===== config.mk =====
export PLATFORM = sky130hd
export DESIGN_NAME = service_gate_sequencer
export DESIGN_NICKNAME = d
export VERILOG_FILES = /design/src/rtl/service_gate_sequencer.sv
export SDC_FILE = /design/constraint.sdc
export NUM_CORES = 1
export LEC_CHECK = 0
export BUFFER_PORTS_ARGS = -buffer_cell sky130_fd_sc_hd__buf_2
export CAP_MARGIN = 10
export CORE_MARGIN = 2
export CORE_UTILIZATION = 48
export DETAILED_ROUTE_END_ITERATION = 16
export GPL_TIMING_DRIVEN = 0
export PLACE_DENSITY = 0.74
export SKIP_LAST_GASP = 1
export SYNTH_ARGS = -nofsm -noshare
export SYNTH_HDL_FRONTEND = slang
export SYNTH_SLANG_ARGS = --single-unit

===== constraint.sdc =====
create_clock -name SIM_CLK -period 1.5 [get_ports SIM_CLK]
set_input_delay 0.075 -clock SIM_CLK [delete_from_list [all_inputs] [get_ports SIM_CLK]]
set_output_delay 0.075 -clock SIM_CLK [all_outputs]
set_load 0.02 [all_outputs]

===== src/rtl/service_gate_sequencer.sv =====
// Register-transfer gate sequencer: turns one accepted transfer request into a
// timed CLEAR -> READ -> WRITE train of one-hot gates, with a persistent carry-in flop.
module service_gate_sequencer #(
   parameter int unsigned NREG   = 8,
   parameter int unsigned ADDRW  = 3,
   parameter int unsigned U_IDX  = 6,
   parameter int unsigned CHBASE = 0
) (
   input  logic             SIM_CLK,
   input  logic             SIM_RST,
   input  logic             start,
   output logic             ready,
   input  logic [ADDRW-1:0] rd_sel,
   input  logic [ADDRW-1:0] wr_sel,
   input  logic             use_chan,
   input  logic [ADDRW-1:0] chan_addr,
   input  logic [1:0]       wmode,
   input  logic             ci_req,
   input  logic             ci_norm,
   input  logic             ginh,
   output logic [NREG-1:0]  clr_gate,
   output logic [NREG-1:0]  rd_gate,
   output logic [NREG-1:0]  wr_gate,
   output logic [3:0]       wm_gate,
   output logic             ci_gate,
   output logic             ciff,
   output logic             done,
   output logic             err
);

   typedef enum logic [1:0] {StIdle, StClr, StRd, StWr} state_e;

   state_e           state_q, state_d;
   logic [ADDRW-1:0] src_q, src_d;
   logic [ADDRW-1:0] dst_q, dst_d;
   logic [1:0]       wmode_q, wmode_d;
   logic             ciff_q, ciff_d;
   logic             ready_q, ready_d;
   logic             done_q, done_d;
   logic             err_q, err_d;
   logic [NREG-1:0]  clr_q, clr_d;
   logic [NREG-1:0]  rd_q, rd_d;
   logic [NREG-1:0]  wr_q, wr_d;
   logic [3:0]       wm_q, wm_d;

   // One extra bit so a channel address past the top of the file cannot wrap back in.
   logic [ADDRW:0]   dest_full;
   logic [31:0]      dest_w;
   logic [31:0]      src_w;
   logic             range_ok;

   function automatic logic [NREG-1:0] dec(input logic [ADDRW-1:0] idx);
      logic [NREG-1:0] oh;
      oh = '0;
      for (int i = 0; i < int'(NREG); i++) begin
         if (idx == ADDRW'(i)) oh[i] = 1'b1;
      end
      return oh;
   endfunction

   always_comb begin
      dest_full = use_chan ? ({1'b0, chan_addr} + (ADDRW+1)'(CHBASE)) : {1'b0, wr_sel};
      dest_w    = 32'(dest_full);
      src_w     = 32'(rd_sel);
      range_ok  = (dest_w < NREG) && (src_w < NREG);
   end

   always_comb begin
      state_d = state_q;
      src_d   = src_q;
      dst_d   = dst_q;
      wmode_d = wmode_q;
      ciff_d  = ciff_q;
      done_d  = 1'b0;
      err_d   = 1'b0;
      clr_d   = '0;
      rd_d    = '0;
      wr_d    = '0;
      wm_d    = '0;
      unique case (state_q)
         StIdle: begin
            if (start) begin
               if (range_ok) begin
                  state_d = StClr;
                  src_d   = rd_sel;
                  dst_d   = dest_full[ADDRW-1:0];
                  wmode_d = wmode;
                  clr_d   = dec(dest_full[ADDRW-1:0]);
                  if (ci_req) ciff_d = 1'b1;
               end else begin
                  err_d = 1'b1;
               end
            end
         end
         StClr: begin
            state_d = StRd;
            rd_d    = dec(src_q);
         end
         StRd: begin
            state_d = StWr;
            wr_d    = ginh ? '0 : dec(dst_q);
            wm_d    = 4'b0001 << wmode_q;
            done_d  = 1'b1;
         end
         StWr: begin
            state_d = StIdle;
            // Only a write that actually reached the adder register consumes the carry.
            if ((32'(dst_q) == U_IDX) && (wr_q != '0)) ciff_d = 1'b0;
         end
         default: state_d = StIdle;
      endcase
      ready_d = (state_d == StIdle);
   end

   always_ff @(posedge SIM_CLK) begin
      if (SIM_RST) begin
         state_q <= StIdle;
         src_q   <= '0;
         dst_q   <= '0;
         wmode_q <= '0;
         ciff_q  <= 1'b0;
         ready_q <= 1'b1;
         done_q  <= 1'b0;
         err_q   <= 1'b0;
         clr_q   <= '0;
         rd_q    <= '0;
         wr_q    <= '0;
         wm_q    <= '0;
      end else begin
         state_q <= state_d;
         src_q   <= src_d;
         dst_q   <= dst_d;
         wmode_q <= wmode_d;
         ciff_q  <= ciff_d;
         ready_q <= ready_d;
         done_q  <= done_d;
         err_q   <= err_d;
         clr_q   <= clr_d;
         rd_q    <= rd_d;
         wr_q    <= wr_d;
         wm_q    <= wm_d;
      end
   end

   assign ready    = ready_q;
   assign clr_gate = clr_q;
   assign rd_gate  = rd_q;
   assign wr_gate  = wr_q;
   assign wm_gate  = wm_q;
   assign ciff     = ciff_q;
   assign done     = done_q;
   assign err      = err_q;
   assign ci_gate  = (state_q == StWr) && (ciff_q || ci_norm);

endmodule


==> results.txt <==
* CTS Buf Count: 5
- P_leak: 0.8522 nW
* Mapped Nets: 170
- Highest-utilization routing layer at the global route stage: met2
- Synthesis handed over a netlist of 147 instances.
* CP startpoint kind: flop
- After clock tree synthesis, the clock-pin slew on the worst setup and hold paths is 100 ps.
- Of the cells placed in the final design, the portion with a size suffix greater than 1 is 30.14%.
* Clock tree from TritonCTS: done
- After the first detailed-routing iteration, the DRC count stood at 19.
* Chip Height: 58.42 um
- STA puts the critical path data arrival time at 1670 ps.
- In the final layout, the multi-input gates occupy 558.0 um2.
- The floorplan step defined a core boundary enclosing 0.002781 mm2.
- Combinational logic is responsible for 26.4% of the overall power.
* Final critical delay including setup and external delays: 1393 ps
- Top library cells by usage in the layout, fill and taps aside: sky130_fd_sc_hd__buf_2 (49), sky130_fd_sc_hd__dfxtp_1 (41), sky130_fd_sc_hd__nor2_1 (31), sky130_fd_sc_hd__nand2_1 (15), sky130_fd_sc_hd__nor3_1 (7)
* CP startpoint: state_q[0]
- Number of failing setup endpoints in the final timing report: 0
* Standard cell with the maximum stage delay on the critical path: sky130_fd_sc_hd__or3_4
* Area after DPL: 0.001700 mm2
- Global routing consumed, over all layers together, 18.06% of the routing resources.
- Input and output buffers added on the ports amount to 48.
* Share of total power in sequential cells: 53.3%
- Dividing the detail-routed wire length by the instance count gives 12.36 um.
- The H-tree was split into 2 levels.
* Final clock skew: 6.562 ps
* Critical path start-end classification: flop to flop
- After synthesis, the mean cell area works out to 9.669 um2.
- The internal power of the cells totals 1.664 mW.
* Number of stages on the worst setup path: 5
- The tree is rooted in a sky130_fd_sc_hd__clkbuf_4.
- The tree built by TritonCTS fans out to 41 sinks.
- Worst R2R Start: state_q[0]
- The finished cells cover 0.001817 mm2.
- Maxcap violations: 0
- Required time of the critical path: 1780 ps
* Total power consumption of the routed design: 2.450 mW
- In this run, the clock network consumes 20.4% of the power.
* Critical path endpoint category: flop
- Of the available clock period, the critical path in the final layout requires 92.87%.
* Worst stage delay on the critical path: 410 ps
* GR Util met3: 4.835%
* Switching power share of the total: 32.07%
- Most common library cell in the layout ignoring fill and taps: sky130_fd_sc_hd__buf_2
- Horizontal extent of the die: 58.42 um
- Antenna diode count: 0
* Crit path max fanout: 6
* Total via count in the routed design: 1197
- Summing the sequential cell areas from Yosys gives 57.75% of the chip area.
- Initial antenna violation count: 0
- Global-route wire length before repair: 4602 um
- Before antenna repair, the detailed router went through 4 iterations.
- In this run the count of I/O pins placed on the die edge is 51.
* Total number of yosys warnings: 0
* Number of nets in the layout: 231
* Detailed-route vias per instance: 4.988
- For this design the ratio of total power to cell area is 1348 mW/mm2.
* Worst r2r path cells: 5
- Largest net degree at the start of global routing: 12
- The sequential cells in the finished layout cover a total of 820.8 um2.
- Gr ovfl total: 0
* List of cells traversed by the critical path: inv_1, ha_2, nand2_2, or3_4, nor2_1
- The routed design has 2966 um of wire.
* Syn Std Cell Area: 0.001421 mm2
- The flow ran to the end, and the final reports show no timing, DRC or antenna violations.
- For the worst-skew pair, the clock arrives at the later sink with an insertion delay of 330 ps.
- The worst hold path passes through 3 cells.
- Number of antenna-violating nets in the routed design: 0
- Routability Congestion: 0.7583
- Maximum clock frequency: 717.9 MHz
- The die covers 0.003412 mm2.
- VDD sags by at most 0.8908 mV.
- In this run, synthesis produced a sequential element count of 41.
- Setup repair after global routing missed its margin: yes
* Row cnt: 19
- The area growth from synthesis to layout is 27.82%.
* Max Slew Vio Count: 0
* Met2 GRT Util: 31.78%
- WP buf/inv: 1
* Clock buffer depth: 2
- The analysis attributes to net switching a power of 0.7856 mW.
* Fill cell instance count of the final layout: 243
- The via count of the first global-routing pass was 1086.
* Cell family contributing the most delay on the critical path: simple AND/OR/NAND/NOR gates
- The worst hold path begins at use_chan.
- Count of cell types in the netlist: 32
- GR Util met1: 20.36%
- The tightest min-delay check is of the input pin to flop type.
* Detailed placer's ending HPWL: 2212 um
- Starting utilization of the core area: 51.10%
* Final hold violation count: 0
- Remaining routing DRC violations: 0
- Total negative setup slack: 0 ps
layer usage:
| metal | share of wire [%] | up-vias |
|---|---|---|
| met5 | 0 | - |
| met4 | 1.7 | 0 |
| met3 | 5.2 | 7 |
| met2 | 50 | 38 |
| met1 | 43 | 539 |
| li1 | - | 613 |
power by group through the flow:
stage	Combinational [mW]	Clock, mW	Sequential [mW]
after floorplan	0.371	0	1.38
after global placement	0.583	0	1.32
after detailed placement	0.608	0	1.33
after CTS	0.627	0.513	1.31
after global routing	0.727	0.560	1.32
final	0.646	0.499	1.30
through the flow:
step           std cells  util (%)  setup slack [ps]  hold slack (ps)
2_1_floorplan        147         -             244.7            158.0
4_1_cts              240     65.05             22.03            44.72
6_report             240     65.32             107.0            55.03
5_1_grt              240     65.32            -4.876            53.36
3_3_place_gp         226     61.13             70.69            318.6
3_5_place_dp         226     61.13             60.12            328.2
sequential cells by signal, indices dropped and copies added, names as in the netlist:
| name | count |
|---|---|
| clr_gate | 8 |
| rd_gate | 8 |
| state_q | 2 |
| ready | 1 |
| ciff | 1 |
| src_q | 3 |
| wmode_q | 2 |
| wm_gate | 4 |
| done | 1 |
| wr_gate | 8 |
| dst_q | 3 |
kinds of logic after synthesis:
kind of cell / after synthesis / synth area share, %
simple gates: 74 / 25.44
other cells: 1 / 0.2638
buf+inv: 9 / 3.521
compound gates: 15 / 7.219
mux: 2 / 1.409
fa+ha+maj: 5 / 4.401
flops: 41 / 57.75
synth_stat cells, drive strengths merged:
library cell / count / area (um2)
inv: 5 / 18.77
conb: 1 / 3.750
ha: 5 / 62.56
nand2b: 6 / 45.04
or3b: 1 / 8.760
buf: 4 / 31.27
a311oi: 1 / 8.760
nor3: 7 / 35.03
or3: 2 / 17.52
dfxtp: 41 / 820.8
and3b: 1 / 8.760
nor3b: 1 / 7.510
nand4b: 1 / 8.760
nand3b: 3 / 22.52
and2: 1 / 6.260
a221oi: 1 / 8.760
a32oi: 1 / 8.760
nor4: 2 / 12.51
a31oi: 1 / 6.260
a21oi: 6 / 30.03
nor2: 31 / 116.4
a41oi: 1 / 8.760
and3: 1 / 6.260
nand2: 16 / 60.06
a211oi: 3 / 22.52
nor2b: 1 / 6.260
o22a: 1 / 8.760
mux2i: 2 / 20.02
final timing paths:
check	slack [ps]	endpoint
max	110	clr_gate[4]
min	60	clr_gate[4]
max reg2reg	110	clr_gate[4]
min reg2reg	480	src_q[2]
area by class of cell:
type	count	area share [%]
clock buffer	8	2.686
sequential	41	45.18
timing repair buffer	54	16.53
inverter	5	1.033
buffer	4	1.722
multi-input combinational	97	30.72
tap	31	2.135
tightest hold or removal path, cell delays in order:
cell and delay (ps):
sky130_fd_sc_hd__buf_6 110, sky130_fd_sc_hd__a21oi_1 80, sky130_fd_sc_hd__nor2_1 90
what timing repair did:
action                                 4_1_cts  5_1_grt
setup endpoints to repair                    0        6
setup buffers                                0        0
endpoints found under the hold margin        6        0
gates resized for setup                      0        3
hold buffers                                 6        0
Note: power is estimated with default switching activity, not from simulation.
